$ cat src/rtl/cmd_cfg.sv
// rtl/cmd_cfg.sv - command dispatcher: setpoints, ESC spin-up/calibration sequencing, comm watchdog
//
// Purpose:
//   Consumes 24-bit commands (8-bit opcode + 16-bit data) from the command
//   receiver, updates the flight-control setpoints, sequences ESC spin-up
//   followed by inertial calibration, returns a one-byte response and runs
//   a communication watchdog that zeroes the setpoints when commands stop.
//
// Ports:
//   clk, rst_n         clock, asynchronous active-low reset
//   cmd_rdy, cmd, data command handshake from the receiver (opcode + parameter)
//   clr_cmd_rdy        one-cycle pulse, command consumed (combinational)
//   resp, send_resp    response byte and its one-cycle transmit strobe
//   resp_sent          transmitter finished sending resp
//   cal_done           inertial calibration finished (pulse)
//   strt_cal           one-cycle pulse starting inertial calibration
//   inertial_cal       high while calibration is in progress
//   motors_off         forces all motor drives to zero
//   d_ptch/d_roll/d_yaw signed setpoints, thrst unsigned thrust setpoint

module cmd_cfg #(
  parameter int FAST_SIM = 0,
  parameter int RAMP_W   = 19,
  parameter int WD_W     = 26
) (
  input  logic        clk,
  input  logic        rst_n,
  input  logic        cmd_rdy,
  input  logic [7:0]  cmd,
  input  logic [15:0] data,
  output logic        clr_cmd_rdy,
  output logic [7:0]  resp,
  output logic        send_resp,
  input  logic        resp_sent,
  input  logic        cal_done,
  output logic        strt_cal,
  output logic        inertial_cal,
  output logic        motors_off,
  output logic [15:0] d_ptch,
  output logic [15:0] d_roll,
  output logic [15:0] d_yaw,
  output logic [8:0]  thrst
);

  // Simulation builds collapse both long counters to 9 bits.
  localparam int RW = (FAST_SIM != 0) ? 9 : RAMP_W;
  localparam int WW = (FAST_SIM != 0) ? 9 : WD_W;

  localparam logic [7:0] OP_SET_PTCH  = 8'h02;
  localparam logic [7:0] OP_SET_ROLL  = 8'h03;
  localparam logic [7:0] OP_SET_YAW   = 8'h04;
  localparam logic [7:0] OP_SET_THRST = 8'h05;
  localparam logic [7:0] OP_CALIBRATE = 8'h06;
  localparam logic [7:0] OP_EMER_LAND = 8'h07;
  localparam logic [7:0] OP_MTRS_OFF  = 8'h08;

  localparam logic [7:0] RESP_ACK = 8'hA5;
  localparam logic [7:0] RESP_BAD = 8'hEE;

  typedef enum logic [1:0] {
    IDLE = 2'd0,
    RAMP = 2'd1,
    CAL  = 2'd2,
    TX   = 2'd3
  } state_t;

  state_t          state_q, state_d;
  logic [RW-1:0]   ramp_q, ramp_d;
  logic [WW-1:0]   wd_q, wd_d;
  logic [15:0]     d_ptch_q, d_ptch_d;
  logic [15:0]     d_roll_q, d_roll_d;
  logic [15:0]     d_yaw_q, d_yaw_d;
  logic [8:0]      thrst_q, thrst_d;
  logic            motors_off_q, motors_off_d;
  logic            inertial_cal_q, inertial_cal_d;
  logic            send_resp_q, send_resp_d;
  logic            strt_cal_q, strt_cal_d;
  logic [7:0]      resp_q, resp_d;
  logic            accept;
  logic            wd_sat;

  assign wd_sat = &wd_q;

  always_comb begin
    state_d        = state_q;
    ramp_d         = ramp_q;
    wd_d           = wd_q;
    d_ptch_d       = d_ptch_q;
    d_roll_d       = d_roll_q;
    d_yaw_d        = d_yaw_q;
    thrst_d        = thrst_q;
    motors_off_d   = motors_off_q;
    inertial_cal_d = inertial_cal_q;
    resp_d         = resp_q;
    send_resp_d    = 1'b0;
    strt_cal_d     = 1'b0;
    accept         = 1'b0;

    // Watchdog: any pending command counts as link activity.
    if (cmd_rdy) begin
      wd_d = '0;
    end else if (!wd_sat) begin
      wd_d = wd_q + 1'b1;
    end

    // Zeroing is applied first so that a command accepted on the same
    // edge overwrites it below.
    if (wd_sat) begin
      d_ptch_d = 16'h0000;
      d_roll_d = 16'h0000;
      d_yaw_d  = 16'h0000;
      thrst_d  = 9'h000;
    end

    case (state_q)
      IDLE: begin
        if (cmd_rdy) begin
          accept = 1'b1;
          if (cmd == OP_CALIBRATE) begin
            motors_off_d = 1'b0;
            ramp_d       = '0;
            state_d      = RAMP;
          end else begin
            resp_d      = RESP_ACK;
            send_resp_d = 1'b1;
            state_d     = TX;
            case (cmd)
              OP_SET_PTCH:  d_ptch_d = data;
              OP_SET_ROLL:  d_roll_d = data;
              OP_SET_YAW:   d_yaw_d  = data;
              OP_SET_THRST: thrst_d  = data[8:0];
              OP_EMER_LAND: begin
                d_ptch_d = 16'h0000;
                d_roll_d = 16'h0000;
                d_yaw_d  = 16'h0000;
                thrst_d  = 9'h000;
              end
              OP_MTRS_OFF:  motors_off_d = 1'b1;
              default:      resp_d = RESP_BAD;
            endcase
          end
        end
      end

      RAMP: begin
        ramp_d = ramp_q + 1'b1;
        if (&ramp_q) begin
          strt_cal_d     = 1'b1;
          inertial_cal_d = 1'b1;
          state_d        = CAL;
        end
      end

      CAL: begin
        if (cal_done) begin
          inertial_cal_d = 1'b0;
          resp_d         = RESP_ACK;
          send_resp_d    = 1'b1;
          state_d        = TX;
        end
      end

      TX: begin
        if (resp_sent) begin
          state_d = IDLE;
        end
      end

      default: state_d = IDLE;
    endcase
  end

  always_ff @(posedge clk or negedge rst_n) begin
    if (!rst_n) begin
      state_q        <= IDLE;
      ramp_q         <= '0;
      wd_q           <= '0;
      d_ptch_q       <= 16'h0000;
      d_roll_q       <= 16'h0000;
      d_yaw_q        <= 16'h0000;
      thrst_q        <= 9'h000;
      motors_off_q   <= 1'b1;
      inertial_cal_q <= 1'b0;
      send_resp_q    <= 1'b0;
      strt_cal_q     <= 1'b0;
      resp_q         <= RESP_ACK;
    end else begin
      state_q        <= state_d;
      ramp_q         <= ramp_d;
      wd_q           <= wd_d;
      d_ptch_q       <= d_ptch_d;
      d_roll_q       <= d_roll_d;
      d_yaw_q        <= d_yaw_d;
      thrst_q        <= thrst_d;
      motors_off_q   <= motors_off_d;
      inertial_cal_q <= inertial_cal_d;
      send_resp_q    <= send_resp_d;
      strt_cal_q     <= strt_cal_d;
      resp_q         <= resp_d;
    end
  end

  assign clr_cmd_rdy  = accept;
  assign resp         = resp_q;
  assign send_resp    = send_resp_q;
  assign strt_cal     = strt_cal_q;
  assign inertial_cal = inertial_cal_q;
  assign motors_off   = motors_off_q;
  assign d_ptch       = d_ptch_q;
  assign d_roll       = d_roll_q;
  assign d_yaw        = d_yaw_q;
  assign thrst        = thrst_q;

endmodule

$ cat config.mk
export PLATFORM = sky130hd
export DESIGN_NAME = cmd_cfg
export DESIGN_NICKNAME = d
export VERILOG_FILES = /design/src/rtl/cmd_cfg.sv
export SDC_FILE = /design/constraint.sdc
export NUM_CORES = 1
export LEC_CHECK = 0
export CAP_MARGIN = 25
export CORE_UTILIZATION = 52
export DETAILED_ROUTE_END_ITERATION = 6
export GPL_ROUTABILITY_DRIVEN = 0
export PLACE_DENSITY = 0.77
export SETUP_SLACK_MARGIN = 0.15
export SLEW_MARGIN = 30
export SYNTH_ARGS = -nofsm -noshare
export SYNTH_HDL_FRONTEND = slang
export SYNTH_SLANG_ARGS = --single-unit
$ cat constraint.sdc
create_clock -name clk -period 2.5 [get_ports clk]
set_input_delay 0.625 -clock clk [delete_from_list [all_inputs] [get_ports clk]]
set_output_delay 0.625 -clock clk [all_outputs]
set_load 0.03 [all_outputs]
==> metrics.cfg, run 1 <==
[route]
via_count=4088
drc_errors=0
routedWlPerCell_um=17.4
via_per_inst=5.87
antenna_left=0
first_pass_iters=5
drtIter0Drc=219
drt_wl_total_um=12100

[clocking]
cts_made_buffers=9
ctsLongestPathBuffers=2
cts.sinks=110
cts-htree-levels=3
insertion_delay_ps=380
cts.clk_slew.worst_paths_ps=100
cts-root-buf=clkbuf_8
postCtsSetupBuffers=0
cts_tree=yes
hold_buffers=0

[yosys]
synthSimpleGateAreaFrac=0.160
synth_edf_count=0
synth_seq_cells=110
ys.flop_type=dfrtp_1
synthAdderAreaFrac=0.0146
synth_compound_area_frac=0.171
synth_top_family_by_area=compound AO/OA/AOI/OAI gates
syn_area_um2=5130
synth-xor-area-share=0.0615
synthArstFlopShare=1.00
avgSynthCellArea_um2=11.0
ys_types=59
synthesis.instances=466
synth_warnings=0
synthMuxAreaShare=0.0100
ys_seq_area_frac=0.537

[cells_and_area]
antennaDiodeCount=0
area_growth_pct=27.1
drive_gt1_frac=0.106
fin_area_um2=6520
nets=599

[worst_setup_path]
start_kind=input pin
crit_fanout=9
critical_path_class=in2reg
end_kind=flip-flop
worstPathRequired_ps=2800
worstPathArrival_ps=2620

[power]
ir_drop_uv=326
power_density_nw_per_um2=579
power_leakage_nw=2.81

[grt]
antenna_found_initial=0
grt.total_usage=0.251
grt_max_degree=69
grt_pass1_wl_um=19900
grt_pass1_vias=3884
grt_remaining_overflow=0

[timing]
totalNegativeSetupSlack_ps=0
min_period_over_period=0.926
rsz0062_at_grt=yes
tightest_slew_ps=490
setup_viol=0
fin_skew_ps=14.1
fin_crit_ps=2320
slew-limit-headroom=0.665
drv_slew=0
finalHoldViolCount=0
fmax_mhz=432

[placed_design]
placed_cell_area_um2=6340
portBuffers=94
dp_hpwl_um=8510

[min_path]
hold_path_class=in2async

[die]
dieHeight_um=101
io_pins=99
row_count=35
die_width_um=101
start_util=0.545
coreArea_um2=9420
die-area_um2=10300

[outcome]
status=finished clean

[run]
drv_cap=0

final cells by class:
class                           instances  area [µm²]
Tap cell                              129         161
Clock buffer                           10         138
Inverter                               13        48.8
Clock inverter                          5        35.0
Fill cell                             701        2900
Multi-Input combinational cell        309        2170
Sequential cell                       110        2760
Timing Repair Buffer                  121        1210
sequential cells by signal, indices dropped and copies added, names as in the netlist:
name / cells
thrst: 9
resp: 2
wd_q: 26
state_q: 2
send_resp: 1
ramp_q: 19
strt_cal: 1
d_yaw: 16
motors_off: 1
d_ptch: 16
inertial_cal: 1
d_roll: 16
cells by family (layout without fill, tap and decap cells):
family,Yosys count,after routing
xor+xnor,36,36
buf+inv,49,149
compound gates,109,109
fa+ha+maj,6,6
other cells,2,4
simple gates,149,149
mux,5,5
flops,110,110
critical path: stages:
cell and delay [ps]:
clkdlybuf4s50_1 420, or4_1 530, buf_4 200, o31a_1 340, or3_1 370, a21oi_1 140
layout by cell type, fill, tap and decap left out, types with 16 or more instances in the layout:
cell	synthesis	layout
nand2_1	17	17
dfrtp_1	108	108
clkdlybuf4s50_1	0	92
a22o_1	41	41
nor2_1	50	49
nand3_1	16	16
xnor2_1	22	22
buf_4	6	23
a32o_1	16	16
cells in the mapped netlist, types with 4 or more instances:
cell type | n | area, µm²
o21ai_0 | 14 | 70.1
or3_1 | 7 | 43.8
buf_2 | 9 | 45.0
dfrtp_1 | 108 | 2700
xnor2_1 | 22 | 193
and3_1 | 8 | 50.1
nand2_1 | 17 | 63.8
nor3_1 | 8 | 40.0
nor2_1 | 50 | 188
a21oi_1 | 14 | 70.1
nand4_1 | 11 | 68.8
mux2i_1 | 4 | 40.0
inv_1 | 12 | 45.0
clkbuf_1 | 18 | 67.6
and4_1 | 7 | 61.3
a32o_1 | 16 | 160
ha_1 | 6 | 75.1
nand3_1 | 16 | 80.1
a22o_1 | 41 | 359
xor2_1 | 14 | 123
buf_4 | 6 | 45.0
power by group:
part / total (mW) / switching [mW] / internal [mW]
clock network: 0.980 / 0.593 / 0.387
registers: 1.96 / 0.0781 / 1.89
logic: 0.827 / 0.482 / 0.345
worst paths after layout:
kind                            slack, ps  startpoint  cells past startpoint         end
worst max register to register        310    wd_q[20]                      6   d_yaw[15]
max in group asynchronous            1760       rst_n                      2     resp[0]
min in group clk                      500   d_roll[8]                      1   d_roll[8]
worst min-delay path                   80       rst_n                      1  ramp_q[18]
worst min register to register        500   d_roll[8]                      1   d_roll[8]
worst max-delay path                  180      cmd[5]                      6   ramp_q[3]
what timing repair did:
item | in CTS | in global routing
setup endpoints to repair | 2 | 16
gates resized for setup | 0 | 2
pin swaps | 1 | 2
endpoints found under the hold margin | 0 | 0
routing by layer:
| metal | vias up | track usage | wire length [µm] |
|---|---|---|---|
| met4 | 0 | 0.0747 | 156 |
| met1 | 2077 | 0.343 | 5470 |
| li1 | 1884 | - | - |
| met2 | 109 | 0.405 | 5990 |
| met5 | - | 0 | 0 |
| met3 | 18 | 0.0524 | 521 |
per-stage QoR:
step	instances	hold slack (ps)	power [mW]	utilization	setup slack [ps]
finish	697	76.8	3.77	0.692	184
global route	697	56.4	3.97	0.692	145
CTS	697	65.8	3.80	0.692	150
detailed placement	682	480	2.83	0.673	-251
global placement	682	474	2.79	0.673	-173
floorplan	468	329	2.48	-	160
Power figures use the tool's default switching activity.
==> run 2: changes to the inputs <==
Settings changed: GPL_ROUTABILITY_DRIVEN 0 to not set, PLACE_DENSITY 0.77 to not set, PLACE_DENSITY_LB_ADDON set to 0.08.
==> run 2 against run 1 <==
Net effect:
- fmax decreased by 0.25%
- die area unchanged
- wire length increased by 1.4%
- critical path depth unchanged
- power increased by 5.4%
- non-clock buffer count increased by 7
- clock power increased by 18%
- sequential share of layout area decreased by 0.94 points
- final cell count increased by 1.0%
- largest cell class unchanged
==> metrics.cfg, run 2 (synthesis results as in run 1) <==
[outcome]
status=finished clean

[die]
start_util=0.545  ; unchanged
coreArea_um2=9420  ; unchanged
die-area_um2=10300  ; unchanged
row_count=35  ; unchanged
die_width_um=101  ; unchanged
io_pins=99  ; unchanged
dieHeight_um=101  ; unchanged

[clocking]
insertion_delay_ps=370  ; about the same
hold_buffers=0  ; unchanged
cts-htree-levels=3  ; unchanged
cts.sinks=110  ; unchanged
cts.clk_slew.worst_paths_ps=90  ; about the same
ctsLongestPathBuffers=2  ; unchanged
cts_tree=yes
cts_made_buffers=9  ; unchanged
cts-root-buf=clkbuf_8

[worst_setup_path]
worstPathArrival_ps=2630  ; about the same
end_kind=flip-flop
cpPeakStageDelay_ps=530  ; about the same
crit_fanout=7  ; -2
cp_top_family=simple AND/OR/NAND/NOR gates
reg2reg_slack_ps=270  ; -40 ps
cpMaxStageDelayCell=or4_4
worstPathBufferInverterCount=2  ; unchanged
crit_chain=clkdlybuf4s50_1 > or4_4 > buf_6 > o31a_1 > or3_4 > a21oi_2
critical_path_class=in2reg
start_kind=input pin
worstPathRequired_ps=2810  ; about the same

[run]
drv_cap=0  ; unchanged

[cells_and_area]
nets=606  ; +1.2%
layout.cells.non_filler=704  ; +1.0%
fin_area_um2=6670  ; +2.3%
antennaDiodeCount=0  ; unchanged
drive_gt1_frac=0.129  ; +0.0231
layout_commonest_cell=dfrtp_1
reg.largest.list=wd_q (26), ramp_q (19)
final_util=0.708  ; +0.0158
final_cell_mix=dfrtp_1 (108), clkdlybuf4s50_1 (92), nor2_1 (48)
largest_register_ffs=26  ; unchanged
area_growth_pct=30.0
top_register=wd_q

[route]
routedWlPerCell_um=17.5  ; +0.43%
drc_errors=0  ; unchanged
via_per_inst=5.72  ; -2.5%
drtIter0Drc=146  ; -33%
via_count=4026  ; -1.5%
drt_wl_total_um=12300  ; +1.4%
antenna_left=0  ; unchanged
first_pass_iters=5  ; unchanged

[timing]
drv_slew=0  ; unchanged
setup_slack_ps=178  ; -5.79 ps
fmax_mhz=431  ; -0.25%
setup_viol=0  ; unchanged
fin_skew_ps=7.81  ; -6.28 ps
finalHoldWorstSlack_ps=59.0  ; -17.8 ps
slew-limit-headroom=0.506  ; -0.158
fin_crit_ps=2320  ; +5.79 ps
finalHoldViolCount=0  ; unchanged
tightest_slew_ps=739  ; +249 ps
min_period_over_period=0.929  ; +0.00232
rsz0062_at_grt=yes
totalNegativeSetupSlack_ps=0  ; unchanged

[placed_design]
dp_hpwl_um=8740  ; +2.6%
place_ws_ps=-274  ; -22.4 ps
dp.cells=688  ; +0.88%
gp_congestion=0.835
portBuffers=94  ; unchanged
placed_cell_area_um2=6400  ; +0.91%

[grt]
grt_remaining_overflow=0  ; unchanged
grt.total_usage=0.258  ; +0.00757
antenna_found_initial=0  ; unchanged
grt_pass1_wl_um=20300  ; +2.4%
grt_pass1_vias=4039  ; +4.0%
grt_max_degree=59  ; -14%

[power]
p_total_mw=3.97  ; +5.4%
power_leakage_nw=2.88  ; +2.4%
ir_drop_uv=444  ; +36%
power_density_nw_per_um2=596  ; +3.0%

[min_path]
hold_path_class=in2async

## run 2: cell count changes in the layout (fill, tap and decap cells not counted), moves of 2 or more
cell / before / now
bufinv_16: 0 / 2
or3_4: 0 / 2
a21oi_1: 14 / 12
buf_4: 23 / 28
a21oi_2: 0 / 2
or3_1: 7 / 5
## run 2: worst register-to-register path, cell delays in order, from the launching register on
cell     delay (ps)
dfrtp_1         480
nand4_2         210
or3_1           540
nor3_4          330
buf_4           220
nor4b_2          60
mux2_2          270
## run 2: timing repair
action / 4_1_cts / 5_1_grt
buffers inserted: 0 / 1
pin swaps: 1 / 3
endpoints found under the setup margin: 1 / 21
gates resized for setup: 0 / 11
## run 2: per-layer routing
layer | GRT usage | wire length (µm)
met1 | 0.350 | 5510
met4 | 0.0691 | 136
met3 | 0.0552 | 537
met5 | 0 | 0
met2 | 0.423 | 6130
## run 2: area by class of cell
type / instances / area (µm²)
Clock inverter: 5 / 82.6
Multi-Input combinational cell: 309 / 2200
Tap cell: 129 / 161
Fill cell: 698 / 2750
Inverter: 13 / 48.8
Timing Repair Buffer: 128 / 1280
Sequential cell: 110 / 2760
Clock buffer: 10 / 138
## run 2: power breakdown
part           switching, mW  internal, mW
registers             0.0805          1.89
clock network          0.573         0.590
logic                  0.492         0.353
## run 2: final timing paths
path | startpoint | to | depth (start not counted)
max in group asynchronous | rst_n | d_yaw[10] | 2
max | cmd[5] | ramp_q[3] | 6
max reg2reg | wd_q[20] | wd_q[15] | 6
min in group clk | d_roll[15] | d_roll[15] | 1
min reg2reg | d_roll[15] | d_roll[15] | 1
min | rst_n | ramp_q[12] | 1
==> run 3: changes to the inputs <==
Settings changed: CORE_ASPECT_RATIO set to 1.5, CORE_UTILIZATION 52 to 56.
Clock period 2.5 ns to 2.86 ns, I/O delays scaled along.
==> run 3 against run 2 <==
Net effect:
- critical path depth did not move
- final cell count fell by 3.7%
- sequential power fell by 13%
- worst hold slack improved by 270 ps
- register-to-register slack improved by 230 ps
- utilization rose by 2.9 points
- clock skew rose by 6.0 ps
- worst setup slack improved by 120 ps
- wire length rose by 1.5%
- via count rose by 1.8%
- combinational power fell by 16%
- clock-buffer cell count did not move
- largest cell class unchanged
==> metrics.cfg, run 3 (synthesis results as in run 1) <==
[worst_setup_path]
worstPathArrival_ps=2800  ; +170 ps
critical_path_class=in2reg
reg2reg_depth=5  ; -1
worstPathRequired_ps=3090  ; +280 ps
end_kind=flip-flop
crit_chain=clkdlybuf4s50_1 > or4_1 > buf_4 > nor2_1 > a41oi_4 > a22o_1
start_kind=input pin
crit_fanout=16  ; +9
cpPeakStageDelay_ps=560  ; +30 ps
cpMaxStageDelayCell=or4_1

[power]
combPwrFrac=0.196  ; -0.017
p_int_mw=2.57  ; -9.2%
p_switching_mw=1.07  ; -6.6%
ir_drop_uv=519  ; +17%
swShare=0.294  ; +0.00589
seq_power_share=0.472  ; -0.023
clock_power_share=0.332  ; +0.039
power_density_nw_per_um2=556  ; -6.7%
power_leakage_nw=2.83  ; -1.7%

[run]
drv_cap=0  ; unchanged

[route]
first_pass_iters=4  ; -1
routedWlPerCell_um=18.4  ; +5.4%
drt_wl_total_um=12500  ; +1.5%
antenna_left=0  ; unchanged
via_per_inst=6.04  ; +5.7%
drc_errors=0  ; unchanged
drtIter0Drc=329  ; +130%
via_count=4097  ; +1.8%

[grt]
grt_pass1_wl_um=20800  ; +2.2%
grt_max_degree=40  ; -32%
grt.total_usage=0.289  ; +0.0308
antenna_found_initial=0  ; unchanged
grt_pass1_vias=4250  ; +5.2%
grt_remaining_overflow=0  ; unchanged

[die]
die_width_um=80.1  ; -21%
dieHeight_um=119  ; +18%
start_util=0.577  ; +0.0328
coreArea_um2=8880  ; -5.7%
row_count=42  ; +20%
io_pins=99  ; unchanged
die-area_um2=9550  ; -6.9%

[timing]
setup_viol=0  ; unchanged
slew-limit-headroom=0.451  ; -0.0549
fin_skew_ps=13.8  ; +6.00 ps
fin_crit_ps=2570
rsz0062_at_grt=no
fmax_mhz=390
min_period_over_period=0.897
finalHoldViolCount=0  ; unchanged
setup_slack_ps=294  ; +116 ps
totalNegativeSetupSlack_ps=0  ; unchanged
tightest_slew_ps=821  ; +82.3 ps
drv_slew=0  ; unchanged

[clocking]
cts_resized=0  ; unchanged
cts_tree=yes
cts_made_buffers=9  ; unchanged
cts.clk_slew.worst_paths_ps=70  ; -20 ps
hold_buffers=0  ; unchanged
ctsLongestPathBuffers=2  ; unchanged
cts.sinks=110  ; unchanged
cts-htree-levels=3  ; unchanged
insertion_delay_ps=350  ; -20 ps
cts-root-buf=clkbuf_16
postCtsSetupBuffers=0  ; unchanged

[cells_and_area]
largest_register_ffs=26  ; unchanged
area_growth_pct=27.6
top_register=wd_q
reg.largest.list=wd_q (26), ramp_q (19)
layout_commonest_cell=dfrtp_1
drive_gt1_frac=0.102  ; -0.0266
fin_area_um2=6540  ; -1.8%
final_util=0.737  ; +0.0288
final_cell_mix=dfrtp_1 (108), clkdlybuf4s50_1 (92), nor2_1 (49)
nets=598  ; -1.3%
antennaDiodeCount=0  ; unchanged

[placed_design]
dp_hpwl_um=8970  ; +2.7%
portBuffers=94  ; unchanged
gp_congestion=0.825  ; -1.3%
placed_cell_area_um2=6250  ; -2.2%
place_ws_ps=-58.3  ; +216 ps

[outcome]
status=finished clean

[min_path]
hold_path_class=in2async

-- run 3: cell type report --
cell class,count,area [µm²]
inverter,13,48.8
fill,635,2340
clock buffer,10,239
timing repair buffer,120,1160
multi-input combinational,309,2160
sequential,110,2760
clock inverter,6,51.3
tap,110,138
-- run 3: worst paths after layout --
path	from	endpoint	slack, ps
min in group clk	d_roll[4]	d_roll[4]	490
max	cmd[5]	d_yaw[11]	290
max reg2reg	wd_q[20]	d_yaw[11]	500
max in group asynchronous	rst_n	d_roll[4]	1800
min reg2reg	d_roll[4]	d_roll[4]	490
min	rst_n	wd_q[12]	330
-- run 3: power groups by stage --
stage	Combinational [mW]	Sequential [mW]	Clock, mW
final	0.713	1.72	1.21
after detailed placement	0.718	1.75	0
after global placement	0.695	1.74	0
after CTS	0.720	1.72	1.23
after floorplan	0.338	1.83	0
after global routing	0.779	1.73	1.30
-- run 3: per-layer routing --
| layer | part of all wire | track usage |
|---|---|---|
| met1 | 0.40 | 0.342 |
| met2 | 0.53 | 0.498 |
| met3 | 0.044 | 0.0475 |
| met4 | 0.025 | 0.144 |
| met5 | 0 | 0 |
-- run 3: worst max-delay path, delay by kind of cell --
family | cells | cell delay [ps]
compound gates | 2 | 700
buf+inv | 2 | 590
simple gates | 2 | 780
-- run 3: stage by stage --
step / power (mW) / hold slack, ps / instances
6_report: 3.64 / 331 / 678
5_1_grt: 3.81 / 358 / 678
4_1_cts: 3.67 / 332 / 678
3_5_place_dp: 2.47 / 480 / 662
3_3_place_gp: 2.44 / 474 / 662
2_1_floorplan: 2.17 / 419 / 468
